[config.mk]
export PLATFORM = sky130hd
export DESIGN_NAME = rnd_arbiter
export DESIGN_NICKNAME = d
export VERILOG_FILES = /design/src/rtl/rnd_arbiter.sv
export SDC_FILE = /design/constraint.sdc
export NUM_CORES = 1
export LEC_CHECK = 0
export BUFFER_PORTS_ARGS = -buffer_cell sky130_fd_sc_hd__buf_4
export CAP_MARGIN = 5
export CORE_ASPECT_RATIO = 0.8
export CORE_MARGIN = 1.5
export CORE_UTILIZATION = 30
export CTS_CLUSTER_DIAMETER = 50
export DETAILED_ROUTE_END_ITERATION = 8
export GPL_TIMING_DRIVEN = 0
export REMOVE_ABC_BUFFERS = 1
export SLEW_MARGIN = 20
export SYNTH_ARGS = -nofsm -noshare
export SYNTH_HDL_FRONTEND = slang
export SYNTH_SLANG_ARGS = --single-unit
[constraint.sdc]
create_clock -name clk -period 1.96 [get_ports clk]
set_input_delay 0.392 -clock clk [delete_from_list [all_inputs] [get_ports clk]]
set_output_delay 0.392 -clock clk [all_outputs]
set_load 0.01 [all_outputs]
[src/rtl/rnd_arbiter.sv]
// -----------------------------------------------------------------------------
// rnd_arbiter
//
// Shares one LFSR among NREQ requesters. Each cycle at most one requester is
// granted; the winner receives the LFSR word present on rnd_in and the LFSR
// is told to advance, so no two grants ever carry the same LFSR state.
// Requests that lose arbitration are remembered in a pending register until
// they are served. The round-robin pointer guarantees that any pending
// requester is served within NREQ arbitration cycles.
//
// A reseed request diverts the block for exactly one cycle (RESEED state) in
// which the LFSR seed is reloaded. Nothing is granted in that cycle, but
// incoming requests keep accumulating.
//
// Parameters
//   NREQ   number of requesters (2..16)
//   NBITS  random word width, equal to the attached LFSR width
//
// Ports
//   clk        single clock, rising edge
//   rst        asynchronous, active-high reset
//   req        per-requester request bits (pulses or levels)
//   reseed     single-cycle request to reload the LFSR seed
//   rnd_in     current LFSR output word
//   lfsr_next  advance strobe to the LFSR (combinational, winning cycles)
//   lfsr_load  seed-load strobe to the LFSR control (high in RESEED)
//   gnt        registered one-hot owner of rnd_out
//   rnd_out    registered random word for the granted requester
//   rnd_valid  registered, high exactly when gnt is nonzero
// -----------------------------------------------------------------------------
module rnd_arbiter #(
    parameter int NREQ  = 8,
    parameter int NBITS = 8
) (
    input  logic             clk,
    input  logic             rst,
    input  logic [NREQ-1:0]  req,
    input  logic             reseed,
    input  logic [NBITS-1:0] rnd_in,
    output logic             lfsr_next,
    output logic             lfsr_load,
    output logic [NREQ-1:0]  gnt,
    output logic [NBITS-1:0] rnd_out,
    output logic             rnd_valid
);

    localparam int PTR_W = $clog2(NREQ);

    typedef enum logic {
        ST_RUN,
        ST_RESEED
    } state_t;

    state_t            state;
    logic [NREQ-1:0]   pend;
    logic [PTR_W-1:0]  ptr;

    logic [NREQ-1:0]   elig;
    logic [PTR_W-1:0]  lo_idx;
    logic [PTR_W-1:0]  hi_idx;
    logic              hi_found;
    logic [PTR_W-1:0]  win_idx;
    logic              win;
    logic [NREQ-1:0]   win_mask;

    // Round-robin selection. Scanning from the top down lets the last hit
    // overwrite earlier ones, so lo_idx ends as the lowest eligible index and
    // hi_idx as the lowest eligible index at or above ptr.
    // NOTE: every signal written here gets a default first so no path leaves
    // it unassigned; otherwise synthesis infers a latch.
    always_comb begin
        elig     = pend | req;
        lo_idx   = '0;
        hi_idx   = '0;
        hi_found = 1'b0;
        for (int i = NREQ - 1; i >= 0; i--) begin
            if (elig[i]) begin
                lo_idx = PTR_W'(i);
                if (i >= int'(ptr)) begin
                    hi_idx   = PTR_W'(i);
                    hi_found = 1'b1;
                end
            end
        end
        win_idx  = hi_found ? hi_idx : lo_idx;
        win      = (state == ST_RUN) && (|elig);
        win_mask = win ? (NREQ'(1) << win_idx) : '0;
    end

    // req is live while rst is high, so the advance strobe is gated by rst to
    // keep the LFSR frozen during reset. lfsr_load decodes the state register,
    // which clears asynchronously, so it drops as soon as rst rises.
    assign lfsr_next = win && !rst;
    assign lfsr_load = (state == ST_RESEED);

    // NOTE: state registers use non-blocking assignments so every flop
    // samples the pre-edge values regardless of statement order.
    always_ff @(posedge clk or posedge rst) begin
        if (rst) begin
            state     <= ST_RUN;
            pend      <= '0;
            ptr       <= '0;
            gnt       <= '0;
            rnd_out   <= '0;
            rnd_valid <= 1'b0;
        end else begin
            // The winner's bit is cleared so a requester already pending and
            // still asserting req receives exactly one word. In RESEED
            // win_mask is zero, so requests just accumulate.
            pend      <= elig & ~win_mask;
            gnt       <= win_mask;
            rnd_valid <= win;
            if (win) begin
                rnd_out <= rnd_in;
                ptr     <= (win_idx == PTR_W'(NREQ - 1)) ? '0 : win_idx + PTR_W'(1);
            end

            // RESEED always lasts one cycle; reseed seen there is ignored.
            if (state == ST_RESEED) begin
                state <= ST_RUN;
            end else if (reseed) begin
                state <= ST_RESEED;
            end
        end
    end

endmodule

# Word level (Yosys, flattened, before mapping)
# Index checks and enable logic that the tools add are counted.
[totals] ff_bits=29 in_bits=19 out_inout_bits=19 wordCells=66
[op_classes] n_addsub=1 n_lt_le_gt_ge=7 n_eq_ne=1 n_shift=1 n_mux=42 n_bitwise=4 n_reduce_logical=4
[ops] op="$mux 3" n=24
[ops] op="$mux 1" n=17
[ops] op="$ge 3x3->1 const A" n=3
[ops] op="$and 8x8->8" n=1
[ops] op="$mux 8" n=1
[ops] op="$not 8->8" n=1
[ops] op="$or 8x8->8" n=1
[ops] op="$reduce_or 8->1" n=1
[ops] op="$shl 1x3->8 const A" n=1
[ops] op="$ge 1x3->1 const A" n=2
[ops] op="$ge 2x3->1 const A" n=2
[ops] op="$add 3x1->3 const B" n=1
[ops] op="$eq 3x3->1 const B" n=1
[ops] op="$logic_and 1x1->1" n=2
[ops] op="$logic_not 1->1" n=1
[ops] op="$not 1->1" n=1

# Depth between registers and ports, before layout
# Gate-level depths: netlist of the first run.
[depth] depth_word=21 mapped_depth=10 mapped_depth_nobuf=9

# Worst setup path before layout of the first run
# Ideal clock, no wire load.
[synth_path] kind="in2reg" start="input port req[3]" end="register ptr[0]" arrival_time_ns=1.910 required_time_ns=1.878 slack_ns=-0.032 cell_stages=9 cell_sequence="or2_2 o31ai_1 o211ai_1 a22oi_1 a21oi_1 ha_1 ha_1 nand2b_1 o22ai_1"
[synth_via] elab_chain_len=11
[synth_rtl] item="start: declaration" line="37" rtl="input logic [NREQ-1:0] req,"
[synth_rtl] item="$or 8x8->8 (*)" line="72" rtl="elig = pend | req;"
[synth_rtl] item="$mux 3 / $mux 1 (equally long branches)" line="77" rtl="if (elig[i]) begin"
[synth_rtl] item="$mux 3 / $mux 1 (equally long branches)" line="79" rtl="if (i >= int'(ptr)) begin"
[synth_rtl] item="$mux 3 / $mux 1 (equally long branches)" line="77"
[synth_rtl] item="$mux 3 / $mux 1 (equally long branches)" line="79"
[synth_rtl] item="$mux 3 / $mux 1 (equally long branches)" line="77"
[synth_rtl] item="$mux 3 / $mux 1 (equally long branches)" line="79"
[synth_rtl] item="$mux 3 / $mux 1 (equally long branches)" line="77"
[synth_rtl] item="$mux 3" line="85" rtl="win_idx = hi_found ? hi_idx : lo_idx;"
[synth_rtl] item="$add 3x1->3 / $eq 3x3->1 (equally long branches)" line="115" rtl="ptr <= (win_idx == PTR_W'(NREQ - 1)) ? '0 : win_idx + PTR_W'(1);"
[synth_rtl] item="$mux 3" line="115"
[synth_rtl] item="end signal: assignment" line="115"
[synth_rtl] item="end: declaration" line="56" rtl="logic [PTR_W-1:0] ptr;"
# Mark *: on every way between the ends. The rest lies on a longest branch, timed or not.
# A chain may end at the register's enable or synchronous reset.

# Worst setup path after layout of the first run
[layout_path] start="register pend[1]" end="output port lfsr_next"
[layout_via] elab_chain_len=4
[layout_rtl] item="start: declaration" line="55" rtl="logic [NREQ-1:0] pend;"
[layout_rtl] item="start signal: assignment" line="110" rtl="pend <= elig & ~win_mask;"
[layout_rtl] item="$or 8x8->8" line="72"
[layout_rtl] item="$reduce_or 8->1" line="86" rtl="win = (state == ST_RUN) && (|elig);"
[layout_rtl] item="$logic_and 1x1->1" line="86"
[layout_rtl] item="$logic_and 1x1->1" line="93" rtl="assign lfsr_next = win && !rst;"
[layout_rtl] item="end: declaration" line="40" rtl="output logic lfsr_next,"
# Every way passes these cells.

==> qor.yml, run 1 <==
status: "complete, but fails checks"
violations: "setup timing"
port_buffers: 37
relSlewSlack: 0.563
synth.area.mux_share: 0.0820
leakage_nw: 0.884
arrival_ns: 1.74
switching_share: 0.392
synth_top_area_frac: 0.495
cts_buffer_depth: 2
cp-end-kind: "output port"
setup_slack_ns: -0.170
globalplace.congestion: 0.859
power.share.sequential: 0.349
tightest_slew_ns: 0.655
ir_drop_uv: 522
r2r_slack_ns: -0.12
grt_pass1_vias: 1230
syn-cell-area_um2: 1470
synth-xor-area-share: 0
cts_buffers: 5
nets: 201
yosysWarnings: 0
ioPinCount: 38
required_ns: 1.57
route.detailed.drc: 0
antenna_left: 0
post-route-period-util: 1.09
clock_sinks: 29
rr_worst_depth: 9
yosys-top-cells-area: "dfrtp_1 (50%), ha_1 (5.1%), mux2_4 (5.1%), nor2_1 (3.3%), mux2_2 (3.1%)"
grt_use_total: 0.149
cap_violations: 0
grt_max_degree: 31
cts-htree-levels: 2
area_growth_syn_to_layout_pct: 40.3
ff_latch_area_um2: 728
syn_area_per_cell_um2: 11.4
synth_top_family_by_area: "compound AO/OA/AOI/OAI gates"
p_sw_mw: 1.11
num-fill-cells: 430
viasPerCell: 5.08
drive_gt1_frac: 0.523
p_int_mw: 1.73
synth_fa_ha_area_frac: 0.0512
ys_types: 42
firstDrtPassIters: 4
multi_input_area_um2: 798
clk_pin_slew_ns: 0.06
synthSimpleGateAreaFrac: 0.148
yosysSeqAreaShare: 0.495
initial_core_util: 0.315
synth-seq-cells: 29
combPwrFrac: 0.480
rsz0062_at_grt: "true"
worstSkewPairLatency_ns: 0.28
power_density_nw_per_um2: 1380
power_frac_clock: 0.171
grt_overflow_total: 0
setup_viol: 16
hold_class: "primary input to asynchronous set/reset pin"
finalCriticalPeriod_ns: 2.13
drv_slew: 0
n_antenna_cell: 0
crit_type: "flop to output port"
reg2reg_from: "pend[1]"
r2r-end: "ptr[2]"
synth_compound_area_frac: 0.185
fin_skew_ns: 0.00425
rows: 22
first_iter_violations: 160
fmax_ghz: 0.470
design_area_um2: 2060
holdWs_ns: 0.198
vias: 1199
fp.dieW_um: 81.1
worst_setup_path_start_kind: "flop"
grt_pass1_wl_mm: 6.02
coreArea_um2: 4650
endpoint: "lfsr_next"
cts_tree: "yes"
die_y_um: 65.5
dieArea_um2: 5310
placed_area_um2: 1780
final_util: 0.442
grt_antenna_before_repair: 0
synth_ff_type: "dfrtp_1"
dp_hpwl_mm: 2.44
cts_hold_buf: 0
syn_inst: 128
yosys.area.top_type: "dfrtp_1"
wl_per_cell_um: 15.6
cp_max_fo: 3
cts-root-buf: "clkbuf_8"
cp-startpoint: "pend[1]"
setup_tns_ns: -0.864
wl_mm: 3.68
ys_async_sr_fraction: 1.00
hold_violations: 0
power_mw: 2.85
synth_edf_count: 0
power by group through the flow:
| stage | Clock (mW) | Sequential, mW | Combinational, mW |
|---|---|---|---|
| 2_1_floorplan | 0 | 0.970 | 0.685 |
| 3_3_place_gp | 0 | 0.968 | 1.04 |
| 3_5_place_dp | 0 | 0.972 | 1.07 |
| 4_1_cts | 0.500 | 0.987 | 1.35 |
| 5_1_grt | 0.519 | 1.02 | 1.50 |
| 6_report | 0.487 | 0.993 | 1.37 |
flip-flops by register name, summed over array words and instances, names as in the netlist:
name	flops
gnt	8
pend	8
ptr	3
lfsr_load	1
rnd_valid	1
rnd_out	8
per-layer routing:
| layer | up-vias | routed length [µm] | track usage |
|---|---|---|---|
| li1 | 564 | - | - |
| met2 | 55 | 1760 | 0.241 |
| met3 | 4 | 265 | 0.0417 |
| met4 | 0 | 32 | 0.0302 |
| met5 | - | 0 | 0 |
| met1 | 576 | 1620 | 0.201 |
Yosys cell counts, types with 2 or more instances:
master and n:
mux2_4 5, a31oi_1 6, nand2_1 5, inv_1 5
and2_1 4, o22ai_1 2, o31ai_1 3, nand3_1 3
buf_2 3, o21ai_1 2, or2_2 2, nor4_4 2
o22a_1 2, a21oi_1 6, mux2_2 4, dfrtp_1 29
o2bb2ai_1 2, o21bai_1 2, nor2_1 13, ha_1 6
layout by cell type (no fill, tap or decap), types with 2 or more instances in the layout:
cell | synthesis | final
inv_1 | 5 | 3
nand2_1 | 5 | 2
nand2_2 | 0 | 3
o21bai_1 | 2 | 2
mux2_2 | 4 | 4
inv_2 | 1 | 2
mux2_4 | 5 | 5
o2bb2ai_1 | 2 | 2
a21oi_2 | 0 | 2
o31ai_1 | 3 | 2
o21ai_1 | 2 | 2
clkbuf_8 | 0 | 6
buf_4 | 1 | 44
a21oi_1 | 6 | 4
nor2_2 | 1 | 2
nand3_1 | 3 | 3
ha_4 | 0 | 3
o22ai_1 | 2 | 2
a31oi_1 | 6 | 6
and2_1 | 4 | 3
nor4_4 | 2 | 2
dfrtp_2 | 0 | 2
dfrtp_1 | 29 | 27
nor2_1 | 13 | 11
ha_2 | 0 | 2
critical path: stages (launching register included):
cell and delay [ns]:
dfrtp_1 0.42, nor4_4 0.36, and3_4 0.26, a41oi_4 0.11, and2_4 0.19, buf_6 0.12
cell type report:
class,instances,share of cell area
timing repair buffer,45,0.166
inverter,6,0.0128
clock buffer,7,0.0420
multi-input combinational,89,0.388
sequential,29,0.354
tap,60,0.0365
cell families (layout without fill, tap and decap cells):
family          count (synthesis)  in the layout
fa+ha+maj                       6              6
simple gates                   37             37
compound gates                 36             37
buf+inv                        11             58
mux                             9              9
flops                          29             29
stage by stage:
stage          setup slack, ns  cells
3_3_place_gp            -0.388    220
3_5_place_dp            -0.418    220
2_1_floorplan          -0.0566    123
6_report                -0.170    236
5_1_grt                 -0.244    236
4_1_cts                 -0.146    235
timing repair:
item / 4_1_cts / 5_1_grt
gates resized for setup: 28 / 0
gates cloned: 1 / 0
pin swaps: 10 / 3
setup endpoints to repair: 16 / 20
setup buffers: 7 / 1
worst min-delay path by stage:
stage	slack, ns	startpoint	cells past startpoint	to
floorplan	0.48	rst	1	gnt[0]
global placement	0.49	rnd_out[2]	1	rnd_out[2]
detailed placement	0.50	rnd_out[4]	1	rnd_out[4]
CTS	0.21	rst	2	gnt[0]
global route	0.25	rst	2	rnd_out[1]
finish	0.20	rst	2	gnt[0]
No activity file was read; power rests on OpenSTA's default activity.
==> inputs of run 2 (changes only) <==
MAX_ROUTING_LAYER = met4   (was not set)
==> qor.yml, run 2 (synthesized netlist as in run 1, its figures left out) <==
viasPerCell: 5.26
placed_cells: 220
dieArea_um2: 5310
wl_met3_um: 287
reg_top3: "gnt: 8 flops, pend: 8 flops, rnd_out: 8 flops"
placed_area_um2: 1780
wl_met1_mm: 1.69
design_area_um2: 2150
port_buffers: 37
ioPinCount: 38
fp.dieW_um: 81.1
arrival_ns: 1.73
required_ns: 1.57
grt_max_degree: 31
power_density_nw_per_um2: 1450
grt_pass1_wl_mm: 5.76
worstSkewPairLatency_ns: 0.28
final_common_cell: "buf_4"
finalCriticalPeriod_ns: 2.12
switching_share: 0.403
crit_type: "flop to output port"
drive_gt1_frac: 0.596
dp_hpwl_mm: 2.41
route.detailed.drc: 0
rsz0062_at_grt: "true"
mostFrequentLayoutCells: "buf_4 (46), dfrtp_1 (27), nor2_2 (6), a31oi_1 (6), clkbuf_8 (6)"
vias: 1251
grt_pass1_vias: 1232
cts-root-buf: "clkbuf_8"
n_antenna_cell: 0
drv_slew: 0
worst_setup_path_start_kind: "flop"
wl_mm: 3.81
hold_violations: 0
cap_violations: 0
top_layer: "met4"
area_growth_syn_to_layout_pct: 46.5
power_mw: 3.11
die_y_um: 65.5
initial_core_util: 0.315
firstDrtPassIters: 5
power_frac_clock: 0.157
antenna_left: 0
fmax_ghz: 0.472
cts_buffer_depth: 2
p_int_mw: 1.85
coreArea_um2: 4650
clk_pin_slew_ns: 0.06
cts_buffers: 5
cp_max_fo: 3
combPwrFrac: 0.521
grt_use_total: 0.152
grt_overflow_total: 0
fin_skew_ns: 0.00682
setup_slack_ns: -0.159
status: "complete, but fails checks"
wl_met2_mm: 1.74
leakage_nw: 0.910
holdWs_ns: 0.199
clock_sinks: 29
power.share.sequential: 0.322
grt_antenna_before_repair: 0
cp-end-kind: "output port"
violations: "setup timing"
cts-htree-levels: 2
ir_drop_uv: 615
relSlewSlack: 0.510
stdcell_count: 238
post-route-period-util: 1.08
globalplace.congestion: 0.889
nets: 203
wl_per_cell_um: 16.0
setup_viol: 10
p_sw_mw: 1.25
cts_tree: "yes"
hold_class: "primary input to asynchronous set/reset pin"
tightest_slew_ns: 0.735
rows: 22
first_iter_violations: 105
run 2: changes by cell type in the layout (fill, tap and decap cells not counted), moves of 2 or more:
cell / before / now
ha_4: 3 / 5
buf_4: 44 / 46
nor2_2: 2 / 6
nor2_1: 11 / 5
nand2_4: 0 / 2
nor2_4: 1 / 3
run 2: power groups by stage:
stage | logic (mW) | registers (mW) | clock network (mW)
4_1_cts | 1.26 | 0.983 | 0.496
3_3_place_gp | 1.05 | 0.969 | 0
5_1_grt | 1.76 | 1.02 | 0.524
6_report | 1.62 | 1.00 | 0.488
3_5_place_dp | 1.08 | 0.976 | 0
2_1_floorplan | 0.685 | 0.970 | 0
run 2: what timing repair did:
item / in CTS / in global routing
hold buffers: 0 / 0
gates resized for setup: 23 / 24
setup endpoints to repair: 17 / 20
cloned: 1 / 0
setup buffers: 5 / 6
endpoints found under the hold margin: 0 / 0
pin swaps: 8 / 8
run 2: path summary, 6_finish.rpt:
path	slack (ns)	cells past startpoint	start	end
worst min register to register	0.51	1	rnd_out[1]	rnd_out[1]
min in group clk	0.34	2	reseed	lfsr_load
max in group asynchronous	1.37	2	rst	ptr[2]
worst max-delay path	-0.16	5	pend[1]	lfsr_next
worst max register to register	-0.14	9	pend[1]	ptr[0]
worst min-delay path	0.20	2	rst	rnd_out[2]
run 2: worst max-delay path, cell delays in order, from the launching register on:
cell	delay [ns]
dfrtp_1	0.42
nor4_4	0.35
and3_4	0.26
a41oi_4	0.11
and2_4	0.19
buf_6	0.12
run 2: metal layers:
metal  vias up  global-route usage
li1        563                   -
met1       610               0.199
met2        64               0.216
met3        14              0.0486
met4         0              0.0625
met5         -                   -
run 2: layout make-up:
cell class	count	area, µm²
Fill cell	434	2510
Multi-Input combinational cell	89	873
Sequential cell	29	728
Timing Repair Buffer	47	357
Clock buffer	7	86.3
Tap cell	60	75.1
Inverter	6	26.3
run 2: stage by stage:
| step | setup TNS [ns] | setup slack (ns) | util |
|---|---|---|---|
| final | -0.552 | -0.159 | 0.461 |
| after global routing | -2.18 | -0.258 | 0.461 |
| after CTS | -0.513 | -0.170 | 0.431 |
| after detailed placement | -4.84 | -0.436 | 0.384 |
| after global placement | -4.06 | -0.396 | 0.384 |
| after floorplan | -0.112 | -0.0566 | - |
==> inputs of run 3 (changes only) <==
HOLD_SLACK_MARGIN = 0.1   (was not set)
SETUP_SLACK_MARGIN = 0.5   (was not set)
==> qor.yml, run 3 (synthesized netlist as in run 1, its figures left out) <==
area_growth_syn_to_layout_pct: 46.7
tightest_slew_ns: 0.723
clock_sinks: 29
hold_class: "primary input to asynchronous set/reset pin"
dp_hpwl_mm: 2.41
max_stage_delay_ns: 0.42
setup_slack_ns: -0.166
grt_pass1_vias: 1241
cts-htree-levels: 2
reg_top3: "gnt: 8 flops, pend: 8 flops, rnd_out: 8 flops"
fin_skew_ns: 0.00356
r2r_slack_ns: -0.13
p_sw_mw: 1.24
dieArea_um2: 5310
grt_antenna_before_repair: 0
switching_share: 0.398
clk_pin_slew_ns: 0.06
initial_core_util: 0.315
cts-root-buf: "clkbuf_8"
cp-startpoint: "pend[1]"
cap_violations: 0
grt_max_degree: 31
globalplace.congestion: 0.889
post-route-period-util: 1.08
leakage_nw: 0.917
reg2reg_from: "pend[1]"
r2r-end: "ptr[0]"
cts_tree: "yes"
setup_tns_ns: -0.843
rows: 22
antenna_left: 0
vias: 1236
drv_slew: 0
wl_per_cell_um: 15.7
grt_pass1_wl_mm: 5.77
route.detailed.drc: 0
relSlewSlack: 0.518
crit_buf_inv: 1
design_area_um2: 2150
power.share.sequential: 0.321
power_frac_clock: 0.154
finalCriticalPeriod_ns: 2.13
grt_overflow_total: 0
cts_buffers: 5
crit_chain: "nor4_4 > and3_4 > a41oi_4 > and2_4 > buf_6"
grt_use_total: 0.152
first_iter_violations: 73
placed_area_um2: 1780
ir_drop_uv: 611
setup_viol: 13
holdWs_ns: 0.193
ioPinCount: 38
wl_mm: 3.75
arrival_ns: 1.73
worst_setup_path_start_kind: "flop"
power_density_nw_per_um2: 1450
cts_hold_buf: 0
coreArea_um2: 4650
status: "complete, but fails checks"
crit_type: "flop to output port"
worst-path-stages: 5
cts_buffer_depth: 2
die_y_um: 65.5
cp_top_family: "simple AND/OR/NAND/NOR gates"
rr_worst_depth: 9
viasPerCell: 5.17
combPwrFrac: 0.525
mostFrequentLayoutCells: "buf_4 (46), dfrtp_1 (27), nor2_2 (6), a31oi_1 (6), clkbuf_8 (6)"
required_ns: 1.57
drive_gt1_frac: 0.587
fmax_ghz: 0.470
rsz0062_at_grt: "true"
cp_max_fo: 3
worst_path_max_delay_cell: "dfrtp_1"
p_int_mw: 1.88
violations: "setup timing"
n_antenna_cell: 0
cp-end-kind: "output port"
fp.dieW_um: 81.1
nets: 204
placed_cells: 220
worstSkewPairLatency_ns: 0.28
hold_violations: 0
stdcell_count: 239
port_buffers: 37
endpoint: "lfsr_next"
firstDrtPassIters: 4
final_common_cell: "buf_4"
run 3: cell type report:
| type | count | area [µm²] |
|---|---|---|
| multi-input combinational | 89 | 866 |
| sequential | 29 | 728 |
| timing repair buffer | 48 | 368 |
| inverter | 6 | 26.3 |
| tap | 60 | 75.1 |
| fill | 435 | 2500 |
| clock buffer | 7 | 86.3 |
run 3: worst min path at each step:
stage / startpoint / end / slack [ns]
2_1_floorplan: rst / gnt[0] / 0.48
3_3_place_gp: rnd_out[2] / rnd_out[2] / 0.49
3_5_place_dp: rnd_out[6] / rnd_out[6] / 0.50
4_1_cts: rst / pend[0] / 0.21
5_1_grt: rst / rnd_out[2] / 0.24
6_report: rst / pend[0] / 0.19
run 3: stage by stage:
stage | setup slack [ns] | utilization | total power, mW
after floorplan | -0.0566 | - | 1.65
after global placement | -0.396 | 0.384 | 2.02
after detailed placement | -0.436 | 0.384 | 2.06
after CTS | -0.170 | 0.434 | 2.78
after global routing | -0.266 | 0.462 | 3.32
final | -0.166 | 0.462 | 3.12
run 3: what timing repair did:
item	4_1_cts	5_1_grt
endpoints found under the hold margin	0	0
resized for setup	26	21
pin swaps	10	7
gates cloned	1	0
setup buffers	5	6
endpoints found under the setup margin	29	29
run 3: power by group through the flow:
stage                     Sequential (mW)  Clock (mW)  Combinational [mW]
after global routing                 1.01       0.524                1.78
final                                1.00       0.482                1.64
after CTS                           0.983       0.496                1.30
after floorplan                     0.970           0               0.685
after detailed placement            0.976           0                1.08
after global placement              0.969           0                1.05
run 3: routing by layer:
metal	global-route usage	routed length (µm)	vias up
li1	-	-	566
met1	0.199	1690	605
met2	0.216	1770	55
met3	0.0486	235	10
met4	0.0625	61	0
met5	-	0	-
